### src/rtl/alu_cmd_driver.sv
// Command-side driver for the registered 2-bit-select ALU: one operation in flight,
// operands held in registers, result captured after the ALU pipeline latency.
module alu_cmd_driver #(
  parameter int NB_DATA  = 16,
  parameter int LATENCY  = 1,
  parameter int NB_COUNT = 16
) (
  input  logic                clock,
  input  logic                i_reset_n,
  input  logic                i_cmd_valid,
  output logic                o_cmd_ready,
  input  logic [NB_DATA-1:0]  i_cmd_a,
  input  logic [NB_DATA-1:0]  i_cmd_b,
  input  logic [1:0]          i_cmd_op,
  output logic [NB_DATA-1:0]  o_alu_dataA,
  output logic [NB_DATA-1:0]  o_alu_dataB,
  output logic [1:0]          o_alu_sel,
  input  logic [NB_DATA-1:0]  i_alu_dataC,
  output logic                o_rsp_valid,
  input  logic                i_rsp_ready,
  output logic [NB_DATA-1:0]  o_rsp_data,
  output logic [1:0]          o_rsp_op,
  output logic                o_rsp_zero,
  output logic [NB_COUNT-1:0] o_rsp_count
);

  typedef enum logic [1:0] {
    IDLE = 2'b00,
    WAIT = 2'b01,
    RESP = 2'b10
  } stateType;

  stateType   state;
  stateType   nextState;
  logic [2:0] waitCount;

  always_ff @(posedge clock or negedge i_reset_n) begin
    if (!i_reset_n) begin
      state <= IDLE;
    end else begin
      state <= nextState;
    end
  end

  always_comb begin
    nextState = state;
    case (state)
      IDLE:    if (i_cmd_valid) nextState = WAIT;
      WAIT:    if (waitCount == 3'd0) nextState = RESP;
      RESP:    if (i_rsp_ready) nextState = IDLE;
      default: nextState = IDLE;
    endcase
  end

  assign o_cmd_ready = (state == IDLE);

  // Operand select doubles as the op latch: it is held untouched until the next accept.
  always_ff @(posedge clock or negedge i_reset_n) begin
    if (!i_reset_n) begin
      o_alu_dataA <= '0;
      o_alu_dataB <= '0;
      o_alu_sel   <= 2'b00;
      waitCount   <= 3'd0;
      o_rsp_valid <= 1'b0;
      o_rsp_data  <= '0;
      o_rsp_op    <= 2'b00;
      o_rsp_zero  <= 1'b0;
      o_rsp_count <= '0;
    end else begin
      case (state)
        IDLE: begin
          if (i_cmd_valid) begin
            o_alu_dataA <= i_cmd_a;
            o_alu_dataB <= i_cmd_b;
            o_alu_sel   <= i_cmd_op;
            waitCount   <= 3'(LATENCY);
          end
        end
        WAIT: begin
          if (waitCount != 3'd0) begin
            waitCount <= waitCount - 3'd1;
          end else begin
            o_rsp_data  <= i_alu_dataC;
            o_rsp_zero  <= (i_alu_dataC == '0);
            o_rsp_op    <= o_alu_sel;
            o_rsp_valid <= 1'b1;
          end
        end
        RESP: begin
          if (i_rsp_ready) begin
            o_rsp_valid <= 1'b0;
            o_rsp_count <= o_rsp_count + {{(NB_COUNT-1){1'b0}}, 1'b1};
          end
        end
        default: begin
          o_rsp_valid <= 1'b0;
        end
      endcase
    end
  end

endmodule

### config.mk
export PLATFORM = sky130hd
export DESIGN_NAME = alu_cmd_driver
export DESIGN_NICKNAME = d
export VERILOG_FILES = /design/src/rtl/alu_cmd_driver.sv
export SDC_FILE = /design/constraint.sdc
export NUM_CORES = 1
export LEC_CHECK = 0
export ABC_AREA = 1
export CORE_UTILIZATION = 44
export CTS_CLUSTER_SIZE = 10
export DETAILED_ROUTE_END_ITERATION = 7
export GPL_TIMING_DRIVEN = 0
export PLACE_DENSITY_LB_ADDON = 0.1
export SLEW_MARGIN = 0
export SYNTH_ARGS = -nofsm -noshare
export SYNTH_HDL_FRONTEND = slang
export SYNTH_SLANG_ARGS = --single-unit
### constraint.sdc
create_clock -name clock -period 1.6 [get_ports clock]
set_input_delay 0.24 -clock clock [delete_from_list [all_inputs] [get_ports clock]]
set_output_delay 0.24 -clock clock [all_outputs]
set_load 0.05 [all_outputs]
==> run_results.csv, run 1 <==
group,metric,value,unit
timing,rsz0062_at_grt,"no",
yosys,synth_common_cells,"dfrtp_1 (75), nand2_1 (64), inv_1 (33)",
timing,final_max_slew_viol_count,0,
routing,vias,2526,
yosys,synth_area_leader_cell,"dfrtp_1",
yosys,synth-seq-area-share,58.8,%
routing,wl_per_cell,12.9,um
yosys,synth_nets,355,
global_routing,grtUsageTotal,19.8,%
power_and_ir_drop,total_leakage_power,0.00235,uW
worst_setup_path,critical_path_buf_inv_count,1,
routing,drc,0,
global_routing,use_met3,5.50,%
routing,drtPass1Iterations,4,
yosys,synth.most_common_cell,"dfrtp_1",
timing,period_share,95.6,%
cts,max-clock-path-buffers,2,
cts,cts_setup_buffers,0,
die,core-area,0.00691,sq mm
routing,via_per_inst,4.72,
worst_setup_path,cp.depth,1,
place,gp_congestion,0.813,
hold_path,hold_class,"in2async",
worst_setup_path,cp-end-kind,"primary output",
timing,fin_skew,0.00928,ns
yosys,synthesis.area,0.00319,sq mm
global_routing,grt_pass1_vias,2474,
worst_setup_path,cp.required,1.36,ns
die,rows,30,
yosys,avgSynthCellArea,10.7,sq um
cts,cts_buffers,9,
layout,fin_cells,535,
yosys,synth_top_area_share,58.8,%
die,ios,125,
cts,clk_latency,0.33,ns
die,dieArea,0.00760,sq mm
cts,cts-root-buf,"clkbuf_8",
global_routing,use_met2,32.6,%
worst_setup_path,path_delay_family,"buffers and inverters",
power_and_ir_drop,p_per_area,2160,mW/mm^2
global_routing,met1_usage,24.5,%
timing,tightest_slew,0.541,ns
place,dpl.hpwl,5200,um
layout,syn_to_final_growth,49.0,%
worst_setup_path,crit_chain,"dlygate4sd2_1",
global_routing,grt.busiest_layer,"met2",
die,die_h,87.2,um
power_and_ir_drop,power,10300,uW
yosys,synthTopCellsByArea,"dfrtp_1 (59%), mux2_1 (9.2%), nand2_1 (7.5%)",
cts,cts_tree,"built",
global_routing,grt_first_pass_wirelength,11500,um
routing,finalWirelength,6910,um
cts,htree_levels,3,
global_routing,antenna_found_initial,0,
cts,cts_num_sinks,75,
yosys,synth_seq_cells,75,
yosys,synth_ff_type,"dfrtp_1",
yosys,yosysWarnings,0,
timing,max_clock_freq,654,MHz
timing,period_minus_slack,1.53,ns
worst_setup_path,critPathLaunchType,"register",
timing,maxSlewHeadroom,64.1,%
layout,fin_nets,492,
layout,layout-drive-gt1-share,9.79,%
die,die_w,87.2,um
yosys,synthDistinctLibCells,25,
cts,clkSlewWorstSetupHoldPaths,0.08,ns
place,place_area,0.00458,sq mm
routing,drtAntennaViolNets,0,
yosys,synth_edf_count,0,
worst_setup_path,path_max_fanout,5,
timing,final-hold-violation-count,0,
outcome,status,"finished clean",
worst_setup_path,rr_worst_depth,8,
routing,drt_iter0_drc,80,
place,port_buffers,124,
flow_run,maxCapViolations,0,
worst_setup_path,slowest_stage,"dlygate4sd2_1",
power_and_ir_drop,ir_drop,1.12,mV
worst_setup_path,worst-setup-path-type,"reg2out",
place,post-place-cells,519,
layout,antenna_cells,0,
yosys,syn_inst,298,
global_routing,grt_max_degree,56,
worst_setup_path,max_stage_delay,0.55,ns
yosys,synthArstFlopShare,100,%
timing,setup_viol,0,
worst_setup_path,arrival,1.29,ns
die,start_util,46.2,%
layout,postLayoutCellArea,0.00475,sq mm
global_routing,gr-total-overflow,0,
==> layer usage <==
layer	part of all wire, %	wire length, um	vias up
met5	0	0	-
met4	1.5	106	0
met3	7.0	482	8
met2	50	3430	88
met1	42	2900	1194
li1	-	-	1236
==> state kept, by name (all words and copies together) (netlist names) <==
| signal | flops |
|---|---|
| o_rsp_count | 16 |
| waitCount | 3 |
| o_rsp_valid | 1 |
| o_alu_dataA | 16 |
| state | 2 |
| o_alu_dataB | 16 |
| o_rsp_zero | 1 |
| o_rsp_op | 2 |
| o_rsp_data | 16 |
| o_alu_sel | 2 |
==> placed cells by master (no fill, tap or decap), types with 2 or more instances in the layout <==
cell type        netlist  routed
clkbuf_8               0      10
inv_1                 33      33
clkbuf_2               1       4
dlygate4sd2_1          0      64
mux2_1                26      26
clkdlybuf4s50_1        0      52
xnor2_1                6       6
mux2_2                 7       7
nor2_1                20      20
nand2_1               64      64
nor3_1                 3       3
buf_2                  2       3
nand4_1                8       8
bufinv_16              0       4
a21oi_1                2       2
clkdlybuf4s15_1        0       3
nand3_1               15      15
buf_6                  3       3
xor2_1                 3       3
ha_1                   3       3
o21ai_0               17      16
nor2_4                 2       2
nand2_2                2       2
dfrtp_1               75      75
==> power by group <==
part	switching [uW]	internal [uW]	total, uW
registers	419	2680	3100
logic	3790	1490	5280
clock network	664	1230	1890
total	4870	5400	10300
==> area by class of cell <==
type	count	area (sq um)
clock inverters	5	125
plain buffers	6	48.8
repair buffers	126	1180
fillers	611	2150
inverters	33	124
flip-flops and latches	75	1880
well taps	96	120
multi-input cells	184	1150
clock buffers	10	138
==> cells by family after synthesis <==
logic type / Yosys count / synth area share [%]
XOR/XNOR: 9 / 2.47
buffers and inverters: 39 / 5.41
AO/OA/AOI/OAI: 20 / 3.18
AND/OR/NAND/NOR: 119 / 17.3
flip-flops: 75 / 58.8
adder cells (fa/ha/maj): 3 / 1.18
multiplexers: 33 / 11.6
==> worst paths after layout <==
path,startpoint,endpoint,slack (ns)
setup / recovery,o_rsp_count[13],o_rsp_count[13],0.07
hold / removal,i_reset_n,o_alu_dataA[11],0.34
setup reg to reg,waitCount[0],o_rsp_data[2],0.16
hold reg to reg,o_rsp_op[0],o_rsp_op[0],0.48
max in group asynchronous,i_reset_n,o_rsp_data[2],0.70
min in group clock,o_rsp_op[0],o_rsp_op[0],0.48
==> timing repair <==
| item | 4_1_cts | 5_1_grt |
|---|---|---|
| endpoints found under the hold margin | 20 | 0 |
| setup endpoints to repair | 73 | 7 |
| gates resized for setup | 77 | 9 |
| hold buffers | 1 | 0 |
==> metrics by stage <==
stage / hold slack [ns] / TNS (ns) / worst slack [ns] / utilization [%]
5_1_grt: 0.350 / 0 / 0.00425 / 68.8
3_3_place_gp: 0.461 / -178.71 / -2.39 / 65.9
2_1_floorplan: -0.0556 / 0 / 0.0189 / -
6_report: 0.338 / 0 / 0.0709 / 68.8
3_5_place_dp: 0.153 / -0.0767 / -0.0767 / 66.3
4_1_cts: 0.335 / 0 / 0.00558 / 68.9
(Power assumes the default switching activity.)
==> inputs of run 2 (changes only) <==
GPL_ROUTABILITY_DRIVEN = 0   (was not set)
==> results of run 2 <==
No change in the layout: final DEF, timing and power equal those of run 1.
==> inputs of run 3 (changes only) <==
CORE_MARGIN = 5   (was not set)
==> run 3 against run 2 <==
Net effect:
- maximum frequency decreased by 1.8%
- highest routed layer unchanged
- global-route usage decreased by 3.0 points
- core utilization decreased by 3.3 points
- count of clock-buffer cells in the layout unchanged
- total power decreased by 4.1%
- first-iteration DRC count decreased by 71%
- largest cell class unchanged
- wire length increased by 3.5%
- non-clock buffer count unchanged
- die area increased by 19%
==> run_results.csv, run 3 (synthesis results as in run 1) <==
group,metric,value,unit
worst_setup_path,cp.required,1.36,ns
timing,final-hold-violation-count,0,
layout,layout_common_cells,"dfrtp_1 (75), nand2_1 (64), dlygate4sd2_1 (62), clkdlybuf4s50_1 (52), inv_1 (33)",
timing,period_minus_slack,1.56,ns
worst_setup_path,r2r-start,"waitCount[0]",
layout,regArea,0.00188,sq mm
routing,vias,2532,
cts,max-clock-path-buffers,2,
worst_setup_path,reg2reg_setup_slack,0.15,ns
cts,cts_num_sinks,75,
layout,antenna_cells,0,
worst_setup_path,max_stage_delay,0.55,ns
worst_setup_path,crit_chain,"dlygate4sd2_1",
global_routing,antenna_found_initial,0,
layout,fin_cells,539,
timing,max_clock_freq,642,MHz
routing,finalWirelength,7150,um
die,dieArea,0.00906,sq mm
outcome,status,"finished clean",
timing,period_share,97.3,%
cts,cts_tree,"built",
timing,setup_viol,0,
power_and_ir_drop,pwr-share-clk,14.9,%
worst_setup_path,arrival,1.32,ns
worst_setup_path,worst-setup-path-type,"reg2out",
global_routing,grt_max_degree,57,
layout,multi_input_area,0.00115,sq mm
power_and_ir_drop,total_leakage_power,0.00232,uW
global_routing,grtUsageTotal,16.8,%
flow_run,maxCapViolations,0,
power_and_ir_drop,p_per_area,2090,mW/mm^2
die,rows,31,
timing,rsz0062_at_grt,"no",
cts,clkSlewWorstSetupHoldPaths,0.08,ns
place,dp_slack,-0.0880,ns
cts,htree_levels,3,
timing,fin_skew,0.00883,ns
worst_setup_path,critPathLaunchType,"register",
cts,cts_setup_buffers,0,
die,die_h,95.2,um
power_and_ir_drop,p_int,4930,uW
place,post-place-cells,522,
worst_setup_path,cp-end-kind,"primary output",
timing,maxSlewHeadroom,64.2,%
cts,cts_buffers,9,
power_and_ir_drop,p_comb_share,53.8,%
die,start_util,44.5,%
power_and_ir_drop,switchingPower,4920,uW
global_routing,gr-total-overflow,0,
routing,drtPass1Iterations,4,
worst_setup_path,path_max_fanout,5,
hold_path,hold_class,"in2async",
die,core-area,0.00718,sq mm
routing,wl_per_cell,13.3,um
routing,drc,0,
place,dpl.hpwl,5470,um
global_routing,grt_pass1_vias,2600,
worst_setup_path,rr_worst_depth,8,
timing,setup_ws,0.0427,ns
global_routing,grt_first_pass_wirelength,11700,um
routing,drt_iter0_drc,23,
worst_setup_path,path_delay_family,"buffers and inverters",
place,place_area,0.00458,sq mm
layout,layout-drive-gt1-share,10.2,%
place,port_buffers,124,
power_and_ir_drop,netSwitchingFraction,49.9,%
layout,postLayoutCellArea,0.00470,sq mm
routing,drtAntennaViolNets,0,
power_and_ir_drop,seqPwrFrac,31.3,%
layout,syn_to_final_growth,47.3,%
layout,fillers,635,
worst_setup_path,critical_path_buf_inv_count,1,
layout,final_common_cell,"dfrtp_1",
worst_setup_path,crit_path_start,"o_rsp_count[8]",
timing,tightest_slew,0.540,ns
power_and_ir_drop,ir_drop,1.41,mV
worst_setup_path,cp.depth,1,
die,die_w,95.2,um
cts,cts-root-buf,"clkbuf_8",
timing,final_max_slew_viol_count,0,
routing,via_per_inst,4.70,
layout,fin_nets,492,
worst_setup_path,slowest_stage,"dlygate4sd2_1",
cts,clk_latency,0.34,ns
die,ios,125,
run 3: cell count changes in the layout (fill, tap and decap cells not counted), sizes merged:
cell           previous run  this run
clkdlybuf4s15             3         5
clkinv                    1         4
dlygate4sd2              64        62
bufinv                    4         1
clkinvlp                  0         1
run 3: power by group through the flow:
stage          Clock (uW)  Sequential, uW  Combinational [uW]
3_3_place_gp            0            3120                5800
6_report             1470            3090                5300
2_1_floorplan           0            5660                1320
5_1_grt              1600            3200                5620
4_1_cts              1510            3090                5370
3_5_place_dp            0            3150                5870
run 3: metal layers:
metal / wire length [um] / vias up / global-route usage, %
met5: 0 / - / 0
met4: 91 / 0 / 7.21
met3: 626 / 5 / 6.16
met2: 3460 / 84 / 27.6
met1: 2980 / 1206 / 19.8
li1: - / 1237 / -
run 3: repair_timing:
item,in CTS,in global routing
cloned,0,0
pin swaps,0,0
setup endpoints to repair,73,8
endpoints found under the hold margin,19,0
hold buffers,1,0
gates resized for setup,78,11
run 3: final timing paths:
check,endpoint
worst max-delay path,o_rsp_count[8]
worst min-delay path,o_alu_dataB[12]
worst max register to register,o_rsp_data[0]
worst min register to register,o_rsp_zero
max in group asynchronous,o_rsp_data[15]
min in group clock,o_rsp_zero
run 3: area by class of cell:
type | instances | area share (%)
repair buffers | 126 | 25.1
inverters | 33 | 2.63
clock inverters | 6 | 1.38
plain buffers | 6 | 1.04
multi-input cells | 184 | 24.4
clock buffers | 10 | 2.93
flip-flops and latches | 75 | 39.9
well taps | 99 | 2.63
run 3: through the flow:
| stage | total power, uW | hold WS, ns | utilization, % | setup TNS [ns] |
|---|---|---|---|---|
| floorplan | 6980 | -0.0556 | - | 0 |
| global placement | 8920 | 0.461 | 63.5 | -176.88 |
| detailed placement | 9030 | 0.141 | 63.9 | -0.101 |
| CTS | 9970 | 0.305 | 65.6 | 0 |
| global route | 10400 | 0.347 | 65.5 | 0 |
| finish | 9850 | 0.320 | 65.5 | 0 |
